[src/rtl/binary_clock_pkg.sv]
// Shared types and default timing for the binary clock key front end.
// Defaults assume a 50 MHz CLOCK_50.
package binary_clock_pkg;

    typedef enum logic [2:0] {
        KS_IDLE       = 3'd0,
        KS_DB_PRESS   = 3'd1,
        KS_HOLD       = 3'd2,
        KS_REPEAT     = 3'd3,
        KS_DB_RELEASE = 3'd4
    } key_state_e;

    localparam int DEBOUNCE_CYC_DEF   = 500000;    // 10 ms
    localparam int REPEAT_DLY_CYC_DEF = 25000000;  // 500 ms
    localparam int REPEAT_CYC_DEF     = 5000000;   // 100 ms

    // Counter width sized from the largest timing constant, never below 1 bit.
    function automatic int cnt_width(input int a, input int b, input int c);
        int m;
        m = (a > b) ? a : b;
        m = (m > c) ? m : c;
        return (m < 2) ? 1 : $clog2(m);
    endfunction

endpackage

[src/rtl/key_channel.sv]
// One pushbutton channel: 2-flop synchronizer, debounce/auto-repeat FSM and
// an output register that applies the enable gate to the increment strobe.
//
//   state         | meaning
//   --------------+------------------------------------------------------
//   KS_IDLE       | key released, waiting for a synchronized low
//   KS_DB_PRESS   | counting consecutive low samples before accepting press
//   KS_HOLD       | pressed, first pulse sent, waiting for repeat delay
//   KS_REPEAT     | pressed, pulsing every REPEAT_CYC cycles
//   KS_DB_RELEASE | counting consecutive high samples before accepting release
module key_channel
    import binary_clock_pkg::*;
#(
    parameter int DEBOUNCE_CYC   = DEBOUNCE_CYC_DEF,
    parameter int REPEAT_DLY_CYC = REPEAT_DLY_CYC_DEF,
    parameter int REPEAT_CYC     = REPEAT_CYC_DEF
) (
    input  logic clk_i,
    input  logic rst_ni,
    input  logic key_raw_i,
    input  logic enable_i,
    output logic pulse_o,
    output logic held_o
);

    localparam int CW = cnt_width(DEBOUNCE_CYC, REPEAT_DLY_CYC, REPEAT_CYC);
    typedef logic [CW-1:0] cnt_t;

    localparam cnt_t DB_LAST = cnt_t'(DEBOUNCE_CYC - 1);
    localparam cnt_t RD_LAST = cnt_t'(REPEAT_DLY_CYC - 1);
    localparam cnt_t RP_LAST = cnt_t'(REPEAT_CYC - 1);

    logic [1:0] sync_q;
    key_state_e state_q;
    key_state_e ret_q;
    cnt_t       db_cnt_q;
    cnt_t       rpt_cnt_q;
    logic       pulse_q;
    logic       held_q;
    logic       key_low;

    function automatic cnt_t sat_inc(input cnt_t v);
        return (v == '1) ? v : v + cnt_t'(1);
    endfunction

    assign key_low = ~sync_q[1];

    always_ff @(posedge clk_i or negedge rst_ni) begin
        if (!rst_ni) begin
            sync_q <= 2'b11;
        end else begin
            sync_q <= {sync_q[0], key_raw_i};
        end
    end

    // The repeat timer is frozen, not cleared, while a release is being
    // debounced so that a short blip resumes the cadence where it left off.
    always_ff @(posedge clk_i or negedge rst_ni) begin
        if (!rst_ni) begin
            state_q   <= KS_IDLE;
            ret_q     <= KS_HOLD;
            db_cnt_q  <= '0;
            rpt_cnt_q <= '0;
            pulse_q   <= 1'b0;
            held_q    <= 1'b0;
        end else begin
            pulse_q <= 1'b0;
            case (state_q)
                KS_IDLE: begin
                    if (key_low) begin
                        state_q  <= KS_DB_PRESS;
                        db_cnt_q <= '0;
                    end
                end
                KS_DB_PRESS: begin
                    if (!key_low) begin
                        state_q <= KS_IDLE;
                    end else if (db_cnt_q == DB_LAST) begin
                        state_q   <= KS_HOLD;
                        held_q    <= 1'b1;
                        pulse_q   <= 1'b1;
                        rpt_cnt_q <= '0;
                    end else begin
                        db_cnt_q <= sat_inc(db_cnt_q);
                    end
                end
                KS_HOLD, KS_REPEAT: begin
                    if (!key_low) begin
                        ret_q    <= state_q;
                        state_q  <= KS_DB_RELEASE;
                        db_cnt_q <= '0;
                    end else if (rpt_cnt_q == ((state_q == KS_HOLD) ? RD_LAST : RP_LAST)) begin
                        state_q   <= KS_REPEAT;
                        pulse_q   <= 1'b1;
                        rpt_cnt_q <= '0;
                    end else begin
                        rpt_cnt_q <= sat_inc(rpt_cnt_q);
                    end
                end
                KS_DB_RELEASE: begin
                    if (key_low) begin
                        state_q  <= ret_q;
                        db_cnt_q <= '0;
                    end else if (db_cnt_q == DB_LAST) begin
                        state_q <= KS_IDLE;
                        held_q  <= 1'b0;
                    end else begin
                        db_cnt_q <= sat_inc(db_cnt_q);
                    end
                end
                default: state_q <= KS_IDLE;
            endcase
        end
    end

    // Suppressed strobes are simply dropped; nothing is queued for later.
    always_ff @(posedge clk_i or negedge rst_ni) begin
        if (!rst_ni) begin
            pulse_o <= 1'b0;
            held_o  <= 1'b0;
        end else begin
            pulse_o <= pulse_q & enable_i;
            held_o  <= held_q;
        end
    end

endmodule

[src/rtl/key_conditioner.sv]
// Minute/hour pushbutton conditioner: two independent debounce and
// auto-repeat channels producing increment strobes for the clock datapath.
module key_conditioner
    import binary_clock_pkg::*;
#(
    parameter int DEBOUNCE_CYC   = DEBOUNCE_CYC_DEF,
    parameter int REPEAT_DLY_CYC = REPEAT_DLY_CYC_DEF,
    parameter int REPEAT_CYC     = REPEAT_CYC_DEF
) (
    input  logic CLOCK_50,
    input  logic RST,
    input  logic MIN_KEY,
    input  logic HR_KEY,
    input  logic ENABLE,
    output logic min_pulse,
    output logic hr_pulse,
    output logic min_held,
    output logic hr_held
);

    key_channel #(
        .DEBOUNCE_CYC  (DEBOUNCE_CYC),
        .REPEAT_DLY_CYC(REPEAT_DLY_CYC),
        .REPEAT_CYC    (REPEAT_CYC)
    ) u_min (
        .clk_i    (CLOCK_50),
        .rst_ni   (RST),
        .key_raw_i(MIN_KEY),
        .enable_i (ENABLE),
        .pulse_o  (min_pulse),
        .held_o   (min_held)
    );

    key_channel #(
        .DEBOUNCE_CYC  (DEBOUNCE_CYC),
        .REPEAT_DLY_CYC(REPEAT_DLY_CYC),
        .REPEAT_CYC    (REPEAT_CYC)
    ) u_hr (
        .clk_i    (CLOCK_50),
        .rst_ni   (RST),
        .key_raw_i(HR_KEY),
        .enable_i (ENABLE),
        .pulse_o  (hr_pulse),
        .held_o   (hr_held)
    );

endmodule

[config.mk]
export PLATFORM = sky130hd
export DESIGN_NAME = key_conditioner
export DESIGN_NICKNAME = d
export VERILOG_FILES = /design/src/rtl/binary_clock_pkg.sv /design/src/rtl/key_channel.sv /design/src/rtl/key_conditioner.sv
export SDC_FILE = /design/constraint.sdc
export NUM_CORES = 1
export LEC_CHECK = 0
export CORE_AREA = 4 4 147 135
export CTS_BUF_LIST = sky130_fd_sc_hd__clkbuf_2
export CTS_CLUSTER_DIAMETER = 50
export CTS_CLUSTER_SIZE = 28
export DETAILED_ROUTE_END_ITERATION = 12
export DIE_AREA = 0 0 151 139
export HOLD_SLACK_MARGIN = 0.15
export SLEW_MARGIN = 20
export SYNTH_ARGS = -nofsm -noshare
export SYNTH_HDL_FRONTEND = slang
export SYNTH_SLANG_ARGS = --single-unit
[constraint.sdc]
create_clock -name CLOCK_50 -period 4 [get_ports CLOCK_50]
set_clock_uncertainty 0.1 [all_clocks]
set_input_delay 0.8 -clock CLOCK_50 [delete_from_list [all_inputs] [get_ports CLOCK_50]]
set_output_delay 0.8 -clock CLOCK_50 [all_outputs]
set_load 0.005 [all_outputs]
==> metrics.txt, run 1 <==
# TYPE chip_impl_metric gauge
chip_impl_info{name="result_of_the_run",value="complete, no violations"} 1
chip_impl_metric{name="drv_cap",unit=""} 0
chip_impl_metric{name="postCtsSetupRepairBufs",unit=""} 0
chip_impl_metric{name="core",unit="mm²"} 0.01823
chip_impl_info{name="tritoncts",value="done"} 1
chip_impl_metric{name="overflow_left_after_global_routing",unit=""} 0
chip_impl_info{name="post-synth-top-area-cell",value="sky130_fd_sc_hd__dfrtp_1"} 1
chip_impl_metric{name="first_pass_iters",unit=""} 5
chip_impl_metric{name="start_util",unit="%"} 38.37
chip_impl_metric{name="synth_sequential_area_ratio",unit="%"} 44.47
chip_impl_metric{name="peakVddDrop",unit="mV"} 0.1374
chip_impl_info{name="synth.top_cells.by_area",value="sky130_fd_sc_hd__dfrtp_1, sky130_fd_sc_hd__xor2_1, sky130_fd_sc_hd__nor2_1"} 1
chip_impl_metric{name="layout.nets",unit=""} 770
chip_impl_metric{name="std_cell_rows",unit=""} 47
chip_impl_info{name="startpoint_type",value="flop"} 1
chip_impl_metric{name="finalWorstPathRequiredPeriod",unit="ns"} 2.934
chip_impl_metric{name="multi_input_area",unit="mm²"} 0.003670
chip_impl_metric{name="die_area",unit="mm²"} 0.02099
chip_impl_metric{name="worstPathArrival",unit="ns"} 3.45
chip_impl_metric{name="power_per_cell_area",unit="mW/mm²"} 281.3
chip_impl_metric{name="synth_top_area_share",unit="%"} 42.22
chip_impl_metric{name="grtUsageTotal",unit="%"} 15.65
chip_impl_metric{name="report.final.setup_viol",unit=""} 0
chip_impl_info{name="synth_ff_type",value="sky130_fd_sc_hd__dfrtp_1"} 1
chip_impl_metric{name="cts-buffers-inserted",unit=""} 17
chip_impl_info{name="unrepaired_setup_endpoints_after_global_routing",value="no"} 1
chip_impl_metric{name="io_pins",unit=""} 9
chip_impl_metric{name="final-seq-area",unit="mm²"} 0.003110
chip_impl_metric{name="detailed_route_drc_error_count",unit=""} 0
chip_impl_metric{name="grt_max_degree",unit=""} 108
chip_impl_metric{name="path_max_fanout",unit=""} 12
chip_impl_metric{name="power_leakage",unit="nW"} 3.155
chip_impl_metric{name="async_reset_ff_share",unit="%"} 100.0
chip_impl_info{name="worst_setup_path_end_kind",value="flop"} 1
chip_impl_metric{name="utilization",unit="%"} 41.14
chip_impl_metric{name="cts.path.max_buffers",unit=""} 2
chip_impl_metric{name="area.growth.synth_to_final",unit="%"} 7.227
chip_impl_metric{name="timing.max_slew.rel_slack",unit="%"} 35.66
chip_impl_metric{name="cts.repair.resized",unit=""} 0
chip_impl_metric{name="report.final.slew_viol_count",unit=""} 0
chip_impl_metric{name="period_utilization",unit="%"} 73.35
chip_impl_metric{name="finalInstanceArea",unit="mm²"} 0.007500
chip_impl_metric{name="fill_cell_instance_count_of_the_final_layout",unit=""} 1870
chip_impl_metric{name="final_hold_viol_count",unit=""} 0
chip_impl_metric{name="netlist_area",unit="mm²"} 0.006994
chip_impl_metric{name="dp_wirelength",unit="mm"} 10.45
chip_impl_info{name="path_class",value="reg2reg"} 1
chip_impl_metric{name="synth_edf_count",unit=""} 0
chip_impl_metric{name="critical_path_required",unit="ns"} 4.51
chip_impl_metric{name="antenna_found_initial",unit=""} 1
chip_impl_metric{name="ys_warn_count",unit=""} 0
chip_impl_metric{name="place_congestion",unit=""} 0.8378
chip_impl_metric{name="cts_max_level",unit=""} 4
chip_impl_metric{name="ys_types",unit=""} 67
chip_impl_metric{name="synthCells",unit=""} 758
chip_impl_metric{name="clk-insertion-delay-late",unit="ns"} 0.69
chip_impl_info{name="clock_tree.root_cell",value="sky130_fd_sc_hd__clkbuf_2"} 1
chip_impl_metric{name="drt-total-wl",unit="mm"} 15.54
chip_impl_info{name="synthMostInstantiatedCell",value="sky130_fd_sc_hd__dfrtp_1"} 1
chip_impl_metric{name="clk_pin_slew",unit="ns"} 0.17
chip_impl_metric{name="num_vias",unit=""} 5605
chip_impl_metric{name="max_freq",unit="MHz"} 340.8
chip_impl_metric{name="fp.dieH",unit="µm"} 139
chip_impl_metric{name="drive_above_1_share",unit="%"} 8.786
chip_impl_info{name="worst_hold_path_type",value="reg2reg"} 1
chip_impl_metric{name="first_iter_violations",unit=""} 378
chip_impl_metric{name="totalNegativeSetupSlack",unit="ns"} 0
chip_impl_metric{name="post_drt_via_cell_ratio",unit=""} 5.495
chip_impl_metric{name="worst_slew_pin_slew",unit="ns"} 0.9652
chip_impl_metric{name="yosys_register_bits",unit=""} 124
chip_impl_metric{name="dpl-instance-area",unit="mm²"} 0.007303
chip_impl_metric{name="number_of_global_route_vias_before_repair",unit=""} 5376
chip_impl_metric{name="cts.sinks",unit=""} 124
chip_impl_metric{name="grt_pass1_wl",unit="mm"} 27.06
chip_impl_info{name="synthTopCellsByCount",value="sky130_fd_sc_hd__dfrtp_1, sky130_fd_sc_hd__nor2_1, sky130_fd_sc_hd__nand4_1"} 1
chip_impl_metric{name="route.antenna.remaining_nets",unit=""} 0
chip_impl_metric{name="chipWidth",unit="µm"} 151
chip_impl_metric{name="total_power",unit="W"} 0.002110
chip_impl_metric{name="port_buffer_count",unit=""} 8
chip_impl_metric{name="synth_area_per_cell",unit="µm²"} 9.227
chip_impl_metric{name="syn_nets",unit=""} 767
chip_impl_metric{name="wire_per_inst",unit="µm"} 15.23
[metal layers]
| layer | routed length (µm) | global-route usage [%] | part of all wire, % | vias up |
|---|---|---|---|---|
| li1 | - | - | - | 2768 |
| met1 | 8014 | 23.17 | 52 | 2714 |
| met2 | 6678 | 22.34 | 43 | 108 |
| met3 | 668 | 4.379 | 4.3 | 15 |
| met4 | 176 | 4.294 | 1.1 | 0 |
| met5 | 0 | 0 | 0 | - |
[power by group]
group          switching, W  internal [W]  leakage (nW)  total [W]
sequential        0.0000300       0.00128          1.70    0.00131
clock              0.000447      0.000239         0.135   0.000686
combinational     0.0000771     0.0000370          1.32   0.000114
[critical path: stages, from the launching register on]
cell	delay, ns
sky130_fd_sc_hd__dfrtp_1	0.46
sky130_fd_sc_hd__nor4b_1	0.35
sky130_fd_sc_hd__nand4_1	0.36
sky130_fd_sc_hd__o31ai_2	0.84
sky130_fd_sc_hd__nand3_1	0.28
sky130_fd_sc_hd__or3_1	0.38
sky130_fd_sc_hd__o211ai_1	0.09
[registers in the layout, indices dropped and copies added, names as in the netlist, 2 cells and up]
| name | flops |
|---|---|
| u_hr.state_q | 3 |
| u_min.ret_q | 3 |
| u_min.sync_q | 2 |
| u_hr.db_cnt_q | 25 |
| u_min.state_q | 3 |
| u_hr.sync_q | 2 |
| u_hr.rpt_cnt_q | 25 |
| u_min.db_cnt_q | 25 |
| u_min.rpt_cnt_q | 25 |
| u_hr.ret_q | 3 |
[worst paths after layout]
check,start,endpoint,slack [ns],cells after the start
min in group asynchronous,RST,u_min.rpt_cnt_q[2],0.68,2
min reg2reg,u_hr.sync_q[0],u_hr.sync_q[1],0.27,0
max in group asynchronous,RST,u_min.db_cnt_q[9],2.42,3
min,u_hr.sync_q[0],u_hr.sync_q[1],0.27,0
max reg2reg,u_min.db_cnt_q[6],u_min.rpt_cnt_q[2],1.07,6
max,u_min.db_cnt_q[6],u_min.rpt_cnt_q[2],1.07,6
[logic make-up (layout without fill, tap and decap cells)]
logic type | Yosys count | count (layout) | synth area share [%]
xor gates and xnor gates | 78 | 78 | 9.768
muxes | 6 | 6 | 0.8766
buffers and inverters | 53 | 69 | 3.202
and+or+nand+nor | 412 | 412 | 32.70
AOI/OAI and AO/OA | 81 | 81 | 8.265
other | 0 | 1 | 0
adders and majority gates | 4 | 4 | 0.7156
DFF | 124 | 124 | 44.47
[per-stage QoR]
stage | hold slack [ns] | setup WS, ns | cells
5_1_grt | 0.2802 | 0.7579 | 1020
2_1_floorplan | 0.2452 | 1.811 | 758
3_3_place_gp | 0.2457 | 1.121 | 986
4_1_cts | 0.2702 | 1.014 | 1019
3_5_place_dp | 0.2493 | 1.058 | 986
6_report | 0.2682 | 1.066 | 1020
[cell type report]
type	instances	share of cell area, %
Clock buffer	26	1.735
Multi-Input combinational cell	581	48.93
Inverter	20	1.001
Antenna cell	1	0.03337
Tap cell	245	4.087
Timing Repair Buffer	17	2.052
Clock inverter	6	0.6840
Sequential cell	124	41.47
[placed cells by master, fill, tap and decap left out, types with 14 or more instances in the layout]
cell type	Yosys	routed
sky130_fd_sc_hd__dfrtp_1	118	118
sky130_fd_sc_hd__nor2_1	102	102
sky130_fd_sc_hd__nand4_1	58	58
sky130_fd_sc_hd__xor2_1	57	57
sky130_fd_sc_hd__nand2_1	50	50
sky130_fd_sc_hd__nand3_1	44	44
sky130_fd_sc_hd__nor3_1	32	31
sky130_fd_sc_hd__and3_1	31	31
sky130_fd_sc_hd__clkbuf_2	0	26
sky130_fd_sc_hd__xnor2_1	21	21
sky130_fd_sc_hd__inv_1	20	20
sky130_fd_sc_hd__o21ai_0	19	19
sky130_fd_sc_hd__a21oi_1	15	15
sky130_fd_sc_hd__and4_1	14	14
sky130_fd_sc_hd__and2_1	14	14
[repair_timing]
item                                    CTS  global route
hold buffers                              1             0
endpoints found under the hold margin    51             0
endpoints found under the setup margin    0             0
Note: power is estimated with default switching activity, not from simulation.
==> run 2, diff against run 1 <==
Clock period 4 ns to 2.9 ns, I/O delays scaled along.
==> metrics.txt, run 2 (same netlist as run 1, synthesis figures left out) <==
# TYPE chip_impl_metric gauge
chip_impl_metric{name="total_power",unit="W"} 0.003099
chip_impl_metric{name="die_area",unit="mm²"} 0.02099
chip_impl_info{name="worst_hold_path_type",value="in2async"} 1
chip_impl_metric{name="std_cell_rows",unit=""} 47
chip_impl_metric{name="core",unit="mm²"} 0.01823
chip_impl_metric{name="final-seq-area",unit="mm²"} 0.003110
chip_impl_metric{name="postLayoutSetupSlackWorst",unit="ns"} 0.3749
chip_impl_metric{name="r2r_setup_slack",unit="ns"} 0.37
chip_impl_metric{name="report.final.slew_viol_count",unit=""} 0
chip_impl_metric{name="postCtsSetupRepairBufs",unit=""} 0
chip_impl_metric{name="start_util",unit="%"} 38.37
chip_impl_info{name="rr_startpoint",value="u_hr.rpt_cnt_q[10]"} 1
chip_impl_metric{name="finalWorstPathRequiredPeriod",unit="ns"} 2.525
chip_impl_metric{name="wire_per_inst",unit="µm"} 15.28
chip_impl_metric{name="grt_max_degree",unit=""} 53
chip_impl_metric{name="dpl-instance-area",unit="mm²"} 0.007398
chip_impl_metric{name="cts.path.max_buffers",unit=""} 2
chip_impl_metric{name="clk-insertion-delay-late",unit="ns"} 0.69
chip_impl_metric{name="layout.nets",unit=""} 783
chip_impl_metric{name="report.final.setup_viol",unit=""} 0
chip_impl_metric{name="grtUsageTotal",unit="%"} 15.90
chip_impl_metric{name="timing.max_slew.rel_slack",unit="%"} 49.63
chip_impl_metric{name="number_of_global_route_vias_before_repair",unit=""} 5409
chip_impl_metric{name="first_iter_violations",unit=""} 414
chip_impl_metric{name="drt-total-wl",unit="mm"} 15.79
chip_impl_metric{name="dp_wirelength",unit="mm"} 10.86
chip_impl_info{name="tritoncts",value="done"} 1
chip_impl_info{name="result_of_the_run",value="complete, no violations"} 1
chip_impl_metric{name="first_pass_iters",unit=""} 5
chip_impl_metric{name="chipWidth",unit="µm"} 151
chip_impl_metric{name="area.growth.synth_to_final",unit="%"} 9.714
chip_impl_info{name="reg_to_reg_endpoint",value="u_hr.rpt_cnt_q[0]"} 1
chip_impl_info{name="worst_setup_path_end_kind",value="flop"} 1
chip_impl_metric{name="path_max_fanout",unit=""} 14
chip_impl_metric{name="rr_worst_depth",unit=""} 5
chip_impl_metric{name="place_ws",unit="ns"} 0.4333
chip_impl_metric{name="route.antenna.remaining_nets",unit=""} 0
chip_impl_metric{name="cts_max_level",unit=""} 4
chip_impl_metric{name="clk_pin_slew",unit="ns"} 0.21
chip_impl_metric{name="overflow_left_after_global_routing",unit=""} 0
chip_impl_info{name="clock_tree.root_cell",value="sky130_fd_sc_hd__clkbuf_2"} 1
chip_impl_metric{name="drive_above_1_share",unit="%"} 9.784
chip_impl_info{name="path_class",value="reg2reg"} 1
chip_impl_info{name="unrepaired_setup_endpoints_after_global_routing",value="no"} 1
chip_impl_metric{name="multi_input_area",unit="mm²"} 0.003670
chip_impl_metric{name="grt_pass1_wl",unit="mm"} 27.33
chip_impl_metric{name="antenna_found_initial",unit=""} 1
chip_impl_metric{name="num_vias",unit=""} 5649
chip_impl_metric{name="power_leakage",unit="nW"} 3.222
chip_impl_metric{name="fill_cell_instance_count_of_the_final_layout",unit=""} 1849
chip_impl_metric{name="worst_slew_pin_slew",unit="ns"} 0.7527
chip_impl_info{name="startpoint_type",value="flop"} 1
chip_impl_metric{name="totalNegativeSetupSlack",unit="ns"} 0
chip_impl_metric{name="detailed_route_drc_error_count",unit=""} 0
chip_impl_metric{name="max_freq",unit="MHz"} 396.0
chip_impl_metric{name="cts-buffers-inserted",unit=""} 17
chip_impl_metric{name="critical_path_required",unit="ns"} 3.40
chip_impl_metric{name="final_hold_viol_count",unit=""} 0
chip_impl_metric{name="cts.sinks",unit=""} 124
chip_impl_metric{name="finalInstanceArea",unit="mm²"} 0.007674
chip_impl_metric{name="worstPathArrival",unit="ns"} 3.03
chip_impl_metric{name="cts.repair.resized",unit=""} 0
chip_impl_metric{name="place_congestion",unit=""} 0.8423
chip_impl_metric{name="io_pins",unit=""} 9
chip_impl_metric{name="post_drt_via_cell_ratio",unit=""} 5.469
chip_impl_metric{name="fp.dieH",unit="µm"} 139
chip_impl_metric{name="drv_cap",unit=""} 0
chip_impl_metric{name="port_buffer_count",unit=""} 8
chip_impl_info{name="most_used_cells_in_the_layout_excluding_fill_and_tap_cells",value="sky130_fd_sc_hd__dfrtp_1, sky130_fd_sc_hd__nor2_1, sky130_fd_sc_hd__nand4_1"} 1
chip_impl_metric{name="period_utilization",unit="%"} 87.07
chip_impl_info{name="commonest_non_fill_non_tap_cell_in_the_layout",value="sky130_fd_sc_hd__dfrtp_1"} 1
chip_impl_metric{name="peakVddDrop",unit="mV"} 0.2848
chip_impl_metric{name="power_per_cell_area",unit="mW/mm²"} 403.8
==> run 2: through the flow <==
step | std cells | utilization, % | hold WS [ns]
finish | 1033 | 42.09 | 0.2640
global route | 1033 | 42.09 | 0.1863
CTS | 1032 | 42.08 | 0.2163
detailed placement | 997 | 40.58 | 0.2468
global placement | 997 | 40.58 | 0.2460
floorplan | 758 | - | 0.1844
==> run 2: what timing repair did <==
item                                    in CTS  in global routing
hold buffers                                 3                  0
hold endpoints to repair                   103                  0
endpoints found under the setup margin       0                  0
==> run 2: where the power goes <==
| group | switching (W) | total (W) | internal, W |
|---|---|---|---|
| clock | 0.000657 | 0.00112 | 0.000467 |
| sequential | 0.0000401 | 0.00180 | 0.00176 |
| combinational | 0.000111 | 0.000169 | 0.0000588 |
==> run 2: layer usage <==
| layer | routed length, µm | up-vias | track usage, % |
|---|---|---|---|
| li1 | - | 2794 | - |
| met1 | 8001 | 2745 | 23.94 |
| met2 | 7065 | 103 | 23.10 |
| met3 | 631 | 7 | 3.889 |
| met4 | 86 | 0 | 3.578 |
| met5 | 0 | - | 0 |
==> run 2: worst max path at each step <==
stage               cells after the start               start  slack, ns                  to
finish                                  5  u_hr.rpt_cnt_q[10]       0.37   u_hr.rpt_cnt_q[0]
global route                            5  u_hr.rpt_cnt_q[10]       0.12   u_hr.rpt_cnt_q[0]
CTS                                     5  u_hr.rpt_cnt_q[10]       0.39   u_hr.rpt_cnt_q[0]
floorplan                               7    u_hr.db_cnt_q[5]       0.71  u_hr.rpt_cnt_q[11]
detailed placement                      5  u_hr.rpt_cnt_q[10]       0.43   u_hr.rpt_cnt_q[0]
global placement                        5  u_hr.rpt_cnt_q[10]       0.42   u_hr.rpt_cnt_q[1]
==> run 2: worst max-delay path: stages (launching register included) <==
cell and delay (ns):
sky130_fd_sc_hd__dfrtp_1 0.49, sky130_fd_sc_hd__nand4_1 0.29, sky130_fd_sc_hd__nor4_4 0.49, sky130_fd_sc_hd__nand2_1 0.45, sky130_fd_sc_hd__a21oi_1 0.41, sky130_fd_sc_hd__mux2i_1 0.23
==> run 2: area by class of cell <==
type,count,share of cell area [%]
sequential,124,40.53
clock buffer,18,1.174
antenna,1,0.03261
tap,245,3.995
multi-input combinational,581,47.82
inverter,20,0.9783
timing repair buffer,30,3.473
clock inverter,14,1.989
==> run 3, diff against run 2 <==
Settings changed: CORE_AREA 4 4 147 135 to 4 4 128 154, DIE_AREA 0 0 151 139 to 0 0 132 158, GPL_ROUTABILITY_DRIVEN set to 0.
Clock period 2.9 ns to 2.84 ns, I/O delays scaled along.
==> metrics.txt, run 3 (same netlist as run 1, synthesis figures left out) <==
# TYPE chip_impl_metric gauge
chip_impl_info{name="crit_path_top_delay_cell",value="sky130_fd_sc_hd__dfrtp_1"} 1
chip_impl_metric{name="post_layout_nonfiller_instances",unit=""} 1020
chip_impl_metric{name="dp_cells",unit=""} 984
chip_impl_info{name="worst_setup_path_end_kind",value="flop"} 1
chip_impl_metric{name="number_of_global_route_vias_before_repair",unit=""} 5584
chip_impl_info{name="worst_hold_path_type",value="in2async"} 1
chip_impl_metric{name="critical_path_buf_inv_count",unit=""} 1
chip_impl_metric{name="route.antenna.remaining_nets",unit=""} 0
chip_impl_metric{name="fp.dieH",unit="µm"} 158
chip_impl_metric{name="clk_pin_slew",unit="ns"} 0.20
chip_impl_info{name="tritoncts",value="done"} 1
chip_impl_metric{name="antenna_found_initial",unit=""} 1
chip_impl_metric{name="totalNegativeSetupSlack",unit="ns"} 0
chip_impl_metric{name="start_util",unit="%"} 38.48
chip_impl_metric{name="final_hold_viol_count",unit=""} 0
chip_impl_metric{name="worst_slew_pin_slew",unit="ns"} 0.5749
chip_impl_metric{name="post_drt_via_cell_ratio",unit=""} 5.576
chip_impl_metric{name="postCtsSetupRepairBufs",unit=""} 0
chip_impl_metric{name="final-seq-area",unit="mm²"} 0.003110
chip_impl_metric{name="timing.max_slew.rel_slack",unit="%"} 61.67
chip_impl_metric{name="cts_max_level",unit=""} 4
chip_impl_metric{name="drive_above_1_share",unit="%"} 10.94
chip_impl_info{name="unrepaired_setup_endpoints_after_global_routing",value="no"} 1
chip_impl_metric{name="chipWidth",unit="µm"} 132
chip_impl_metric{name="period_utilization",unit="%"} 88.90
chip_impl_metric{name="detailed_route_drc_error_count",unit=""} 0
chip_impl_info{name="worstPathCellList",value="nor4_2, nand4_2, o41ai_4, buf_4, nand3_4, or3_1, a21oi_2"} 1
chip_impl_metric{name="overflow_left_after_global_routing",unit=""} 0
chip_impl_info{name="startpoint_type",value="flop"} 1
chip_impl_metric{name="num_vias",unit=""} 5688
chip_impl_metric{name="finalWorstPathRequiredPeriod",unit="ns"} 2.525
chip_impl_metric{name="slowest_delay",unit="ns"} 0.49
chip_impl_metric{name="report.final.setup_viol",unit=""} 0
chip_impl_metric{name="port_buffer_count",unit=""} 8
chip_impl_metric{name="grt_max_degree",unit=""} 59
chip_impl_info{name="rr_startpoint",value="u_hr.db_cnt_q[5]"} 1
chip_impl_metric{name="multi_input_area",unit="mm²"} 0.003670
chip_impl_info{name="path_delay_family",value="simple AND/OR/NAND/NOR gates"} 1
chip_impl_metric{name="drt-total-wl",unit="mm"} 15.57
chip_impl_metric{name="area.growth.synth_to_final",unit="%"} 10.43
chip_impl_metric{name="power_per_cell_area",unit="mW/mm²"} 421.2
chip_impl_metric{name="die_area",unit="mm²"} 0.02086
chip_impl_metric{name="worstPathArrival",unit="ns"} 3.05
chip_impl_metric{name="critical_path_required",unit="ns"} 3.37
chip_impl_metric{name="dp_wirelength",unit="mm"} 10.83
chip_impl_metric{name="drv_cap",unit=""} 0
chip_impl_metric{name="hold-worst-slack",unit="ns"} 0.2692
chip_impl_metric{name="total_power",unit="W"} 0.003253
chip_impl_info{name="path_class",value="reg2reg"} 1
chip_impl_metric{name="power_leakage",unit="nW"} 3.286
chip_impl_metric{name="peakVddDrop",unit="mV"} 0.2024
chip_impl_metric{name="grt_pass1_wl",unit="mm"} 27.59
chip_impl_metric{name="path_max_fanout",unit=""} 8
chip_impl_info{name="cp-startpoint",value="u_hr.db_cnt_q[5]"} 1
chip_impl_metric{name="r2r_setup_slack",unit="ns"} 0.32
chip_impl_info{name="most_used_cells_in_the_layout_excluding_fill_and_tap_cells",value="sky130_fd_sc_hd__dfrtp_1, sky130_fd_sc_hd__nor2_1, sky130_fd_sc_hd__nand4_1"} 1
chip_impl_metric{name="cts-buffers-inserted",unit=""} 17
chip_impl_metric{name="cts.path.max_buffers",unit=""} 2
chip_impl_metric{name="layout.nets",unit=""} 791
chip_impl_metric{name="std_cell_rows",unit=""} 54
chip_impl_metric{name="first_pass_iters",unit=""} 4
chip_impl_metric{name="grtUsageTotal",unit="%"} 15.92
chip_impl_metric{name="cp.depth",unit=""} 7
chip_impl_metric{name="io_pins",unit=""} 9
chip_impl_metric{name="core",unit="mm²"} 0.01817
chip_impl_info{name="clock_tree.root_cell",value="sky130_fd_sc_hd__clkbuf_2"} 1
chip_impl_metric{name="report.final.slew_viol_count",unit=""} 0
chip_impl_metric{name="utilization",unit="%"} 42.50
chip_impl_metric{name="cts.sinks",unit=""} 124
chip_impl_info{name="commonest_non_fill_non_tap_cell_in_the_layout",value="sky130_fd_sc_hd__dfrtp_1"} 1
chip_impl_info{name="result_of_the_run",value="complete, no violations"} 1
chip_impl_metric{name="max_freq",unit="MHz"} 396.1
chip_impl_metric{name="wire_per_inst",unit="µm"} 15.26
chip_impl_metric{name="fill_cell_instance_count_of_the_final_layout",unit=""} 1783
chip_impl_metric{name="clk-insertion-delay-late",unit="ns"} 0.69
chip_impl_metric{name="first_iter_violations",unit=""} 365
chip_impl_info{name="critPathCapture",value="u_hr.rpt_cnt_q[11]"} 1
chip_impl_metric{name="rr_worst_depth",unit=""} 7
chip_impl_info{name="reg_to_reg_endpoint",value="u_hr.rpt_cnt_q[11]"} 1
[run 3: changes by cell type in the layout (fill, tap and decap cells not counted), sizes merged]
cell      previous run  this run
clkbuf              18        22
clkinvlp             4         1
buf                 20        28
bufinv               3         4
clkinv               7         5
[run 3: per-layer routing]
metal	global-route usage [%]	vias up	share of wire, %
met5	0	-	0
met4	5.653	0	1.3
met3	3.465	16	4.4
met2	26.11	133	48
met1	20.93	2734	46
li1	-	2805	-
[run 3: worst min-delay path by stage]
stage | from | end | slack [ns] | cells after the start
2_1_floorplan | RST | u_hr.db_cnt_q[0] | 0.17 | 0
3_3_place_gp | u_hr.sync_q[0] | u_hr.sync_q[1] | 0.25 | 0
3_5_place_dp | u_hr.sync_q[0] | u_hr.sync_q[1] | 0.25 | 0
4_1_cts | RST | u_hr.db_cnt_q[10] | 0.22 | 2
5_1_grt | RST | u_hr.db_cnt_q[3] | 0.25 | 2
6_report | RST | u_hr.db_cnt_q[10] | 0.27 | 2
[run 3: repair_timing]
item,CTS,global route
resized for setup,0,0
hold buffers,3,0
setup endpoints to repair,0,0
hold endpoints to repair,85,0
[run 3: layout make-up]
cell class | instances | area share, %
multi-input combinational | 581 | 47.51
sequential | 124 | 40.27
inverter | 20 | 0.9720
tap | 224 | 3.629
antenna | 1 | 0.03240
clock buffer | 22 | 1.426
timing repair buffer | 38 | 4.228
clock inverter | 10 | 1.928
[run 3: through the flow]
stage	setup slack [ns]	instance area, µm²
after floorplan	0.6515	6994
after global placement	0.4024	7432
after detailed placement	0.3729	7432
after CTS	0.3107	7721
after global routing	0.1725	7724
final	0.3152	7724
[run 3: power breakdown]
group          switching [W]  total, W  internal [W]
registers          0.0000347   0.00184       0.00180
clock network       0.000653   0.00124      0.000586
logic               0.000117  0.000179     0.0000620
total               0.000804   0.00325       0.00245
[run 3: worst reg2reg max path, stage by stage (launching register included)]
cell	delay (ns)
sky130_fd_sc_hd__dfrtp_1	0.49
sky130_fd_sc_hd__nor4_2	0.38
sky130_fd_sc_hd__nand4_2	0.22
sky130_fd_sc_hd__o41ai_4	0.46
sky130_fd_sc_hd__buf_4	0.25
sky130_fd_sc_hd__nand3_4	0.09
sky130_fd_sc_hd__or3_1	0.33
sky130_fd_sc_hd__a21oi_2	0.15
